`src/rtl/puf_pkg.sv`:
```
// Shared types for the PUF challenge sequencer: FSM state encoding and seed lock-up guard.
// Latency: n/a (package).
// Backpressure: n/a (package).
package puf_pkg;

    localparam int DEF_NUM_BITS = 8;

    typedef enum logic [2:0] {
        IDLE,
        LOAD,
        ISSUE,
        WAIT,
        STEP,
        DONE
    } seq_state_t;

    // An XNOR LFSR never leaves all-ones, so that seed is remapped to all-zeros.
    function automatic logic [31:0] lockup_fix(input logic [31:0] seed, input int unsigned width);
        logic [31:0] mask;
        mask = (width >= 32) ? 32'hFFFF_FFFF : ((32'h1 << width) - 32'h1);
        return ((seed & mask) == mask) ? 32'h0 : (seed & mask);
    endfunction

endpackage

```
`src/rtl/puf_challenge_sequencer_if.sv`:
```
// Sequencer <-> datapath bundle: LFSR control/readback and RO comparison start/done handshake.
// Latency: wires only.
// Backpressure: meas_start/meas_done handshake; datapath paces the sequencer via meas_done.
interface puf_challenge_sequencer_if
    import puf_pkg::*;
#(
    parameter int NUM_BITS = DEF_NUM_BITS
);
    logic [NUM_BITS-1:0] lfsr_data;
    logic                lfsr_en;
    logic                lfsr_seed_dv;
    logic [NUM_BITS-1:0] lfsr_seed;
    logic [NUM_BITS-1:0] challenge;
    logic                meas_start;
    logic                meas_done;
    logic                meas_bit;

    modport master (
        input  lfsr_data, meas_done, meas_bit,
        output lfsr_en, lfsr_seed_dv, lfsr_seed, challenge, meas_start
    );

    modport slave (
        output lfsr_data, meas_done, meas_bit,
        input  lfsr_en, lfsr_seed_dv, lfsr_seed, challenge, meas_start
    );
endinterface

```
`src/rtl/puf_resp_accum.sv`:
```
// Response shift register with bit counter; last flags the final bit of the run.
// Latency: 1 cycle from shift_en to updated response.
// Backpressure: none; shifts whenever shift_en is high.
module puf_resp_accum #(
    parameter int RESP_BITS = 32
) (
    input  logic                 clk,
    input  logic                 rst,
    input  logic                 clear,
    input  logic                 shift_en,
    input  logic                 bit_in,
    output logic [RESP_BITS-1:0] response,
    output logic                 last
);
    localparam int CW = $clog2(RESP_BITS);

    logic [CW-1:0] bit_cnt;

    always_ff @(posedge clk) begin
        if (rst || clear) begin
            response <= '0;
            bit_cnt  <= '0;
        end else if (shift_en) begin
            response <= {response[RESP_BITS-2:0], bit_in};
            bit_cnt  <= bit_cnt + 1'b1;
        end
    end

    assign last = (bit_cnt == CW'(RESP_BITS - 1));

endmodule

```
`src/rtl/puf_challenge_sequencer.sv`:
```
// Runs one RO-PUF challenge/response pass: seed LFSR, issue challenges, collect RESP_BITS bits.
// Latency: first meas_start 2 cycles after start; 2+d cycles per bit; done 1 cycle after last bit.
// Backpressure: waits on meas_done per bit, aborts with sticky error after TIMEOUT WAIT cycles.
module puf_challenge_sequencer
    import puf_pkg::*;
#(
    parameter int NUM_BITS  = DEF_NUM_BITS,
    parameter int RESP_BITS = 32,
    parameter int TIMEOUT   = 4096
) (
    input  logic                      clk,
    input  logic                      rst,
    input  logic                      start,
    input  logic [NUM_BITS-1:0]       seed_in,
    puf_challenge_sequencer_if.master dp,
    output logic                      busy,
    output logic                      done,
    output logic                      error,
    output logic [RESP_BITS-1:0]      response
);
    localparam int TW = $clog2(TIMEOUT + 1);
    localparam logic [TW-1:0] TO_LAST = TW'(TIMEOUT - 1);
    localparam logic [TW-1:0] TO_SAT  = TW'(TIMEOUT);

    seq_state_t          state;
    seq_state_t          state_nxt;
    logic [NUM_BITS-1:0] seed_q;
    logic [NUM_BITS-1:0] challenge_q;
    logic [TW-1:0]       tcnt;
    logic                error_q;
    logic                acc_clear;
    logic                shift_en;
    logic                last_bit;
    logic                lfsr_en;
    logic                lfsr_seed_dv;
    logic                meas_start;

    always_ff @(posedge clk) begin
        if (rst) begin
            state       <= IDLE;
            seed_q      <= '0;
            challenge_q <= '0;
            tcnt        <= '0;
            error_q     <= 1'b0;
        end else begin
            state <= state_nxt;
            if (state == IDLE && start) begin
                seed_q  <= NUM_BITS'(lockup_fix(32'(seed_in), NUM_BITS));
                error_q <= 1'b0;
            end
            if (state == ISSUE) begin
                challenge_q <= dp.lfsr_data;
                tcnt        <= '0;
            end
            // A meas_done arriving on the expiry cycle still counts as a valid bit.
            if (state == WAIT && !dp.meas_done) begin
                if (tcnt == TO_LAST) begin
                    error_q <= 1'b1;
                end else if (tcnt != TO_SAT) begin
                    tcnt <= tcnt + 1'b1;
                end
            end
        end
    end

    always_comb begin
        state_nxt    = state;
        lfsr_en      = 1'b0;
        lfsr_seed_dv = 1'b0;
        meas_start   = 1'b0;
        done         = 1'b0;
        acc_clear    = 1'b0;
        shift_en     = 1'b0;
        case (state)
            IDLE: begin
                if (start) begin
                    acc_clear = 1'b1;
                    state_nxt = LOAD;
                end
            end
            LOAD: begin
                lfsr_en      = 1'b1;
                lfsr_seed_dv = 1'b1;
                state_nxt    = ISSUE;
            end
            ISSUE: begin
                meas_start = 1'b1;
                state_nxt  = WAIT;
            end
            WAIT: begin
                if (dp.meas_done) begin
                    shift_en  = 1'b1;
                    state_nxt = last_bit ? DONE : STEP;
                end else if (tcnt == TO_LAST) begin
                    state_nxt = IDLE;
                end
            end
            STEP: begin
                lfsr_en   = 1'b1;
                state_nxt = ISSUE;
            end
            DONE: begin
                done      = 1'b1;
                state_nxt = IDLE;
            end
            default: state_nxt = IDLE;
        endcase
    end

    puf_resp_accum #(
        .RESP_BITS (RESP_BITS)
    ) u_accum (
        .clk      (clk),
        .rst      (rst),
        .clear    (acc_clear),
        .shift_en (shift_en),
        .bit_in   (dp.meas_bit),
        .response (response),
        .last     (last_bit)
    );

    assign busy            = (state != IDLE);
    assign error           = error_q;
    assign dp.lfsr_en      = lfsr_en;
    assign dp.lfsr_seed_dv = lfsr_seed_dv;
    assign dp.lfsr_seed    = seed_q;
    assign dp.challenge    = challenge_q;
    assign dp.meas_start   = meas_start;

endmodule

```
`src/flat_wrapper.sv`:
```
// flat-port wrapper written by rule: the top's interface ports become plain ports
module puf_challenge_sequencer_flat import puf_pkg::*;
#(
    parameter int NUM_BITS  = DEF_NUM_BITS,
    parameter int RESP_BITS = 32,
    parameter int TIMEOUT   = 4096
)
  (clk, rst, start, seed_in, busy, done, error, response, dp_lfsr_data, dp_meas_done, dp_meas_bit, dp_lfsr_en, dp_lfsr_seed_dv, dp_lfsr_seed, dp_challenge, dp_meas_start);
  puf_challenge_sequencer_if #(.NUM_BITS(NUM_BITS)) dp_i ();
  input  logic clk;
  input  logic rst;
  input  logic start;
  input  logic [NUM_BITS-1:0] seed_in;
  output logic busy;
  output logic done;
  output logic error;
  output logic [RESP_BITS-1:0] response;
  input wire logic [$bits(dp_i.lfsr_data)-1:0] dp_lfsr_data;
  input wire logic [$bits(dp_i.meas_done)-1:0] dp_meas_done;
  input wire logic [$bits(dp_i.meas_bit)-1:0] dp_meas_bit;
  output wire logic [$bits(dp_i.lfsr_en)-1:0] dp_lfsr_en;
  output wire logic [$bits(dp_i.lfsr_seed_dv)-1:0] dp_lfsr_seed_dv;
  output wire logic [$bits(dp_i.lfsr_seed)-1:0] dp_lfsr_seed;
  output wire logic [$bits(dp_i.challenge)-1:0] dp_challenge;
  output wire logic [$bits(dp_i.meas_start)-1:0] dp_meas_start;
  assign dp_i.lfsr_data = dp_lfsr_data;
  assign dp_i.meas_done = dp_meas_done;
  assign dp_i.meas_bit = dp_meas_bit;
  assign dp_lfsr_en = dp_i.lfsr_en;
  assign dp_lfsr_seed_dv = dp_i.lfsr_seed_dv;
  assign dp_lfsr_seed = dp_i.lfsr_seed;
  assign dp_challenge = dp_i.challenge;
  assign dp_meas_start = dp_i.meas_start;
  puf_challenge_sequencer #(.NUM_BITS(NUM_BITS), .RESP_BITS(RESP_BITS), .TIMEOUT(TIMEOUT)) u_core (.clk(clk), .rst(rst), .start(start), .seed_in(seed_in), .dp(dp_i), .busy(busy), .done(done), .error(error), .response(response));
endmodule
```
`config.mk`:
```
export PLATFORM = sky130hd
export DESIGN_NAME = puf_challenge_sequencer_flat
export DESIGN_NICKNAME = d
export VERILOG_FILES = /design/src/rtl/puf_pkg.sv /design/src/rtl/puf_challenge_sequencer_if.sv /design/src/rtl/puf_resp_accum.sv /design/src/rtl/puf_challenge_sequencer.sv /design/src/flat_wrapper.sv
export SDC_FILE = /design/constraint.sdc
export NUM_CORES = 1
export LEC_CHECK = 0
export ABC_AREA = 1
export BUFFER_PORTS_ARGS = -buffer_cell sky130_fd_sc_hd__buf_4
export CAP_MARGIN = 10
export CORE_AREA = 2 2 86 88
export DETAILED_ROUTE_END_ITERATION = 16
export DIE_AREA = 0 0 88 90
export GPL_TIMING_DRIVEN = 1
export MAX_ROUTING_LAYER = met4
export PLACE_DENSITY_LB_ADDON = 0.3
export REMOVE_ABC_BUFFERS = 1
export SLEW_MARGIN = 25
export SYNTH_ARGS = -nofsm -noshare
export SYNTH_HDL_FRONTEND = slang
export SYNTH_SLANG_ARGS = --single-unit
export TNS_END_PERCENT = 30
```
`constraint.sdc`:
```
create_clock -name clk -period 1.7 [get_ports clk]
set_input_delay 0.085 -clock clk [delete_from_list [all_inputs] [get_ports clk]]
set_output_delay 0.085 -clock clk [all_outputs]
set_load 0.02 [all_outputs]
```
# == Word-level counts from Yosys, hierarchy flattened ==
# Index checks and enable logic that the tools add are counted.
# totals
register_bits,70
input_bits,21
elab_cells,49
# op_classes
addsub,2
n_eq_ne,11
muxes,21
n_reduce_logical,8
# op_table
cell,count
13-bit two-way mux,4
"13-bit by 1-bit adder with 13-bit output, second input constant",1
"13-bit by 12-bit == test with 1-bit output, second input constant",1
"13-bit != test, second input constant",1
1-bit two-way mux,12
3-bit one-hot mux with 4 select lines,1
3-bit two-way mux,3
"8-bit == test, second input constant",1
8-bit two-way mux,1
"3-bit by 2-bit == test with 1-bit output, second input constant",2
"3-bit == test, second input constant",2
"5-bit by 1-bit adder with 5-bit output, second input constant",1
"5-bit == test, second input constant",1
"3-bit by 1-bit == test with 1-bit output, second input constant",1
3-bit logical NOT,1
"3-bit != test, second input constant",1
3-bit nonzero test,1
1-bit logical AND,2
"2-bit != test, second input constant",1
2-bit AND reduction,1
2-bit OR reduction,1
1-bit logical NOT,1
1-bit logical OR,1

# == Depth between registers and ports, before layout ==
# logic_depth
ltp_word,5
ltp_mapped,12
ltp_nobuf,11

# == Hierarchy ==
# Synthesis repeated with hierarchy kept, for this count alone.
# unflattened
hier_cells,432
hier_area_um2,3159.3
# by_module_without_submodules
mod,n_inst,cells_each,area_per_inst_um2,seq_area_each_um2
puf_challenge_sequencer,1,265,1771.7,660.6
puf_resp_accum,1,167,1387.6,740.7

# == Worst setup path before layout ==
# OpenSTA, ideal clock, no wires.
# synth_path
path_type,register -> register
start,register u_core.state[1]
end,register u_core.state[1]
arrival_time_ns,1.322
required_ns,1.629
slack_ns,0.307
path_stages_with_launch,6
period_less_slack_ns,1.393
cell_sequence,dfxtp_1 inv_1 nand2_1 o21ai_0 nor2_1 a21oi_1
# synth_between
elab_chain_len,3
# synth_lines
item,line,rtl
"start, declared",puf_challenge_sequencer.sv:25,seq_state_t state;
"start signal, assigned",puf_challenge_sequencer.sv:46,state <= state_nxt;
"3-bit by 1-bit == test with 1-bit output, or another cell as far along",puf_challenge_sequencer.sv:74,case (state)
"2-bit OR reduction (no line), or another cell as far along",--,
3-bit one-hot mux with 4 select lines or 2-bit AND reduction (tied branches),--,
# Several ways; a longest one is shown, not always the timed one.
# A chain may end at the register's enable or synchronous reset.

# == Final worst setup path ==
# layout_path
start,register u_core.state[1]
end,output port dp_lfsr_en
# layout_between
elab_chain_len,3
# layout_lines
item,line,rtl
3-bit by 1-bit == test with 1-bit output or 3-bit == test (tied branches),puf_challenge_sequencer.sv:74,
2-bit OR reduction (no line) (*),--,
1-bit two-way mux (*),puf_challenge_sequencer.sv:74,
"end, declared",flat_wrapper.sv:21,output wire logic [$bits(dp_i.lfsr_en)-1:0] dp_lfsr_en;
# Mark *: on every way between the ends. The rest lies on a longest branch, timed or not.

==> results.py <==
metrics = {
    "power": {
        "ir_worst_vdd_uv": 582,
        "p_leak_nw": 1.68,
        "p_per_area_nw_per_um2": 866,
    },
    "critical_path": {
        "cp.arrival_ns": 1.42,
        "crit_path_end_kind": "output port",
        "rr_startpoint": "u_core.tcnt[0]",
        "cp-startpoint": "u_core.state[1]",
        "path_max_fanout": 5,
        "reg2reg_slack_ns": 0.19,
        "reg2reg_depth": 10,
        "worstSetupPathType": "reg -> out",
        "critical_path_required_ns": 1.62,
        "timing.rr.end": "u_core.tcnt[8]",
        "startpoint_type": "flip-flop",
    },
    "global_routing": {
        "grt_max_degree": 22,
        "grt_overflow": 0,
        "antenna_found_initial": 0,
        "grt_pass1_wl_microns": 12100,
        "grt_use_total_pct": 19.3,
        "first_global_vias": 2714,
    },
    "clock_tree": {
        "clock_latency_ns": 0.35,
        "clockBufferDepth": 2,
        "post_cts_buffers": 0,
        "root_buffer": "clkbuf_8",
        "h-tree-depth": 3,
        "cts_tree": "done",
        "clock_sinks": 70,
        "numCtsBuffers": 9,
        "clkSlewWorstSetupHoldPaths_ns": 0.09,
    },
    "route": {
        "vias": 2939,
        "drc": 0,
        "vias_per_cell": 4.87,
        "wirelength_microns": 7170,
        "drtIter0Drc": 147,
        "dr.pass1.iters": 5,
        "wl_per_cell_microns": 11.9,
        "antenna_left": 0,
    },
    "synthesis": {
        "synthDistinctLibCells": 29,
        "ys_async_sr_fraction_pct": 0,
        "synthesis.area_sq_um": 3050,
        "syn_inst": 413,
        "synth_seq_cells": 70,
        "syn-mean-instance-area_sq_um": 7.38,
        "synth_warnings": 0,
        "synth_edf_count": 0,
        "synth_top_flop_cell": "dfxtp_1",
        "ys_seq_area_share_pct": 46.0,
    },
    "timing": {
        "finClkSkew_ns": 0.0143,
        "fin_hold_ws_ns": 0.0562,
        "worstMarginPinSlew_ns": 0.487,
        "min_period_ns": 1.51,
        "rsz0062_at_grt": "false",
        "finalMaxSlewViolations": 0,
        "maxSlewHeadroom_pct": 67.5,
        "setup_ws_ns": 0.193,
        "max_freq_mhz": 664,
        "hold_violations": 0,
        "final-setup-viol-count": 0,
        "finalCritPeriodShare_pct": 88.6,
    },
    "placement": {
        "hpwl_microns": 5010,
        "pre_cts_ws_ns": 0.197,
        "placed_area_sq_um": 3710,
        "portBuffers": 74,
        "gp_congestion": 0.908,
    },
    "floorplan": {
        "core_area_sq_um": 7020,
        "floorplan.die_area_sq_um": 7920,
        "start_util_pct": 43.4,
        "placementRows": 31,
        "die_h_microns": 90,
        "pin_count": 75,
        "die_x_microns": 88,
    },
    "worst_hold_path": {
        "min_path_type": "in -> reg",
        "worstHoldEndpoint": "u_core.dp.lfsr_seed[2]",
        "min-delay-start": "rst",
        "min_path_cells": 2,
    },
    "final_layout": {
        "nNetsFinal": 524,
        "area_growth_pct": 30.5,
        "final_area_sq_um": 3980,
        "final_util_pct": 56.7,
        "antenna-diode-count": 0,
        "drive_gt1_share_pct": 23.0,
    },
    "job": {
        "maxCapViolations": 0,
    },
    "status": {
        "run_status": "completed",
    },
}
==> layout by cell type (no fill, tap or decap), drive strengths merged <==
cell type    instances
nand2              104
buf                 85
dfxtp               70
nor2                66
a21oi               44
inv                 37
nand3               21
o21ai               19
clkbuf              10
dlygate4sd3          9
a22oi                8
nor3                 8
nand4                6
ha                   4
o21bai               3
clkinv               3
xor2                 2
clkinvlp             2
o31ai                1
nor3b                1
o21a                 1
==> cell type report <==
class                           instances  area, sq um
Fill cell                             627         3040
Sequential cell                        70         1400
Multi-Input combinational cell        288         1400
Timing Repair Buffer                   94          741
Clock buffer                           10          138
Inverter                               36          135
Tap cell                               99          124
Clock inverter                          6         46.3
==> Yosys cell counts (3+ instances only) <==
cell,n,area (sq um)
nand2_1,102,383
dfxtp_1,70,1400
nor2_1,62,233
a21oi_1,44,220
inv_1,35,131
nand3_1,15,75.1
o21ai_0,15,75.1
a22oi_1,8,60.1
buf_4,8,60.1
buf_2,7,35.0
nand4_1,6,37.5
nor3_1,6,30.0
ha_1,4,50.1
nand3_2,4,40.0
o21ai_1,4,20.0
clkbuf_1,3,11.3
o21bai_1,3,22.5
==> how the worst max path moves through the flow <==
stage	end	slack [ns]	cells after the start
4_1_cts	dp_lfsr_en	0.08	4
6_report	dp_lfsr_en	0.19	4
2_1_floorplan	u_core.state[0]	-0.70	6
3_5_place_dp	u_core.tcnt[8]	0.20	10
3_3_place_gp	u_core.tcnt[0]	0.27	8
5_1_grt	u_core.tcnt[1]	0.03	8
==> where the power goes <==
| part | internal [mW] | switching [mW] | total [mW] |
|---|---|---|---|
| clock network | 0.576 | 0.649 | 1.22 |
| logic | 0.197 | 0.297 | 0.494 |
| registers | 1.69 | 0.0356 | 1.73 |
| total | 2.46 | 0.982 | 3.45 |
==> cell families after synthesis <==
logic type / Yosys count / share of synthesized area [%]
and+or+nand+nor: 206 / 30.0
DFF: 70 / 46.0
buffers and inverters: 55 / 8.29
AOI/OAI and AO/OA: 76 / 13.5
xor gates and xnor gates: 2 / 0.575
adders and majority gates: 4 / 1.64
==> worst max-delay path: stages (launching register included) <==
cell	delay [ns]
dfxtp_1	0.33
inv_1	0.20
nand2_1	0.13
o21ai_1	0.23
buf_4	0.19
==> flip-flops by register name, summed over array words and instances, names as in the netlist <==
register and cells:
u_core.dp.challenge 8, u_core.u_accum.bit_cnt 5, u_core.state 3, u_core.dp.lfsr_seed 8, u_core.tcnt 13, u_core.u_accum.response 32, u_core.error 1
==> per-stage QoR <==
stage / TNS (ns) / power (mW) / cells
floorplan: -21.60 / 2.02 / 394
global placement: 0 / 2.23 / 578
detailed placement: 0 / 2.24 / 578
CTS: 0 / 3.48 / 603
global route: 0 / 3.61 / 603
finish: 0 / 3.45 / 603
==> timing repair <==
item / in CTS / in global routing
hold buffers: 9 / 0
resized for setup: 0 / 1
setup endpoints to repair: 0 / 1
endpoints found under the hold margin: 9 / 0
==> per-layer routing <==
metal	track usage, %	up-vias	part of all wire, %
li1	-	1507	-
met1	24.5	1357	46
met2	29.6	67	48
met3	3.95	8	4.8
met4	8.21	0	1.2
met5	-	-	0
Power figures use the tool's default switching activity.
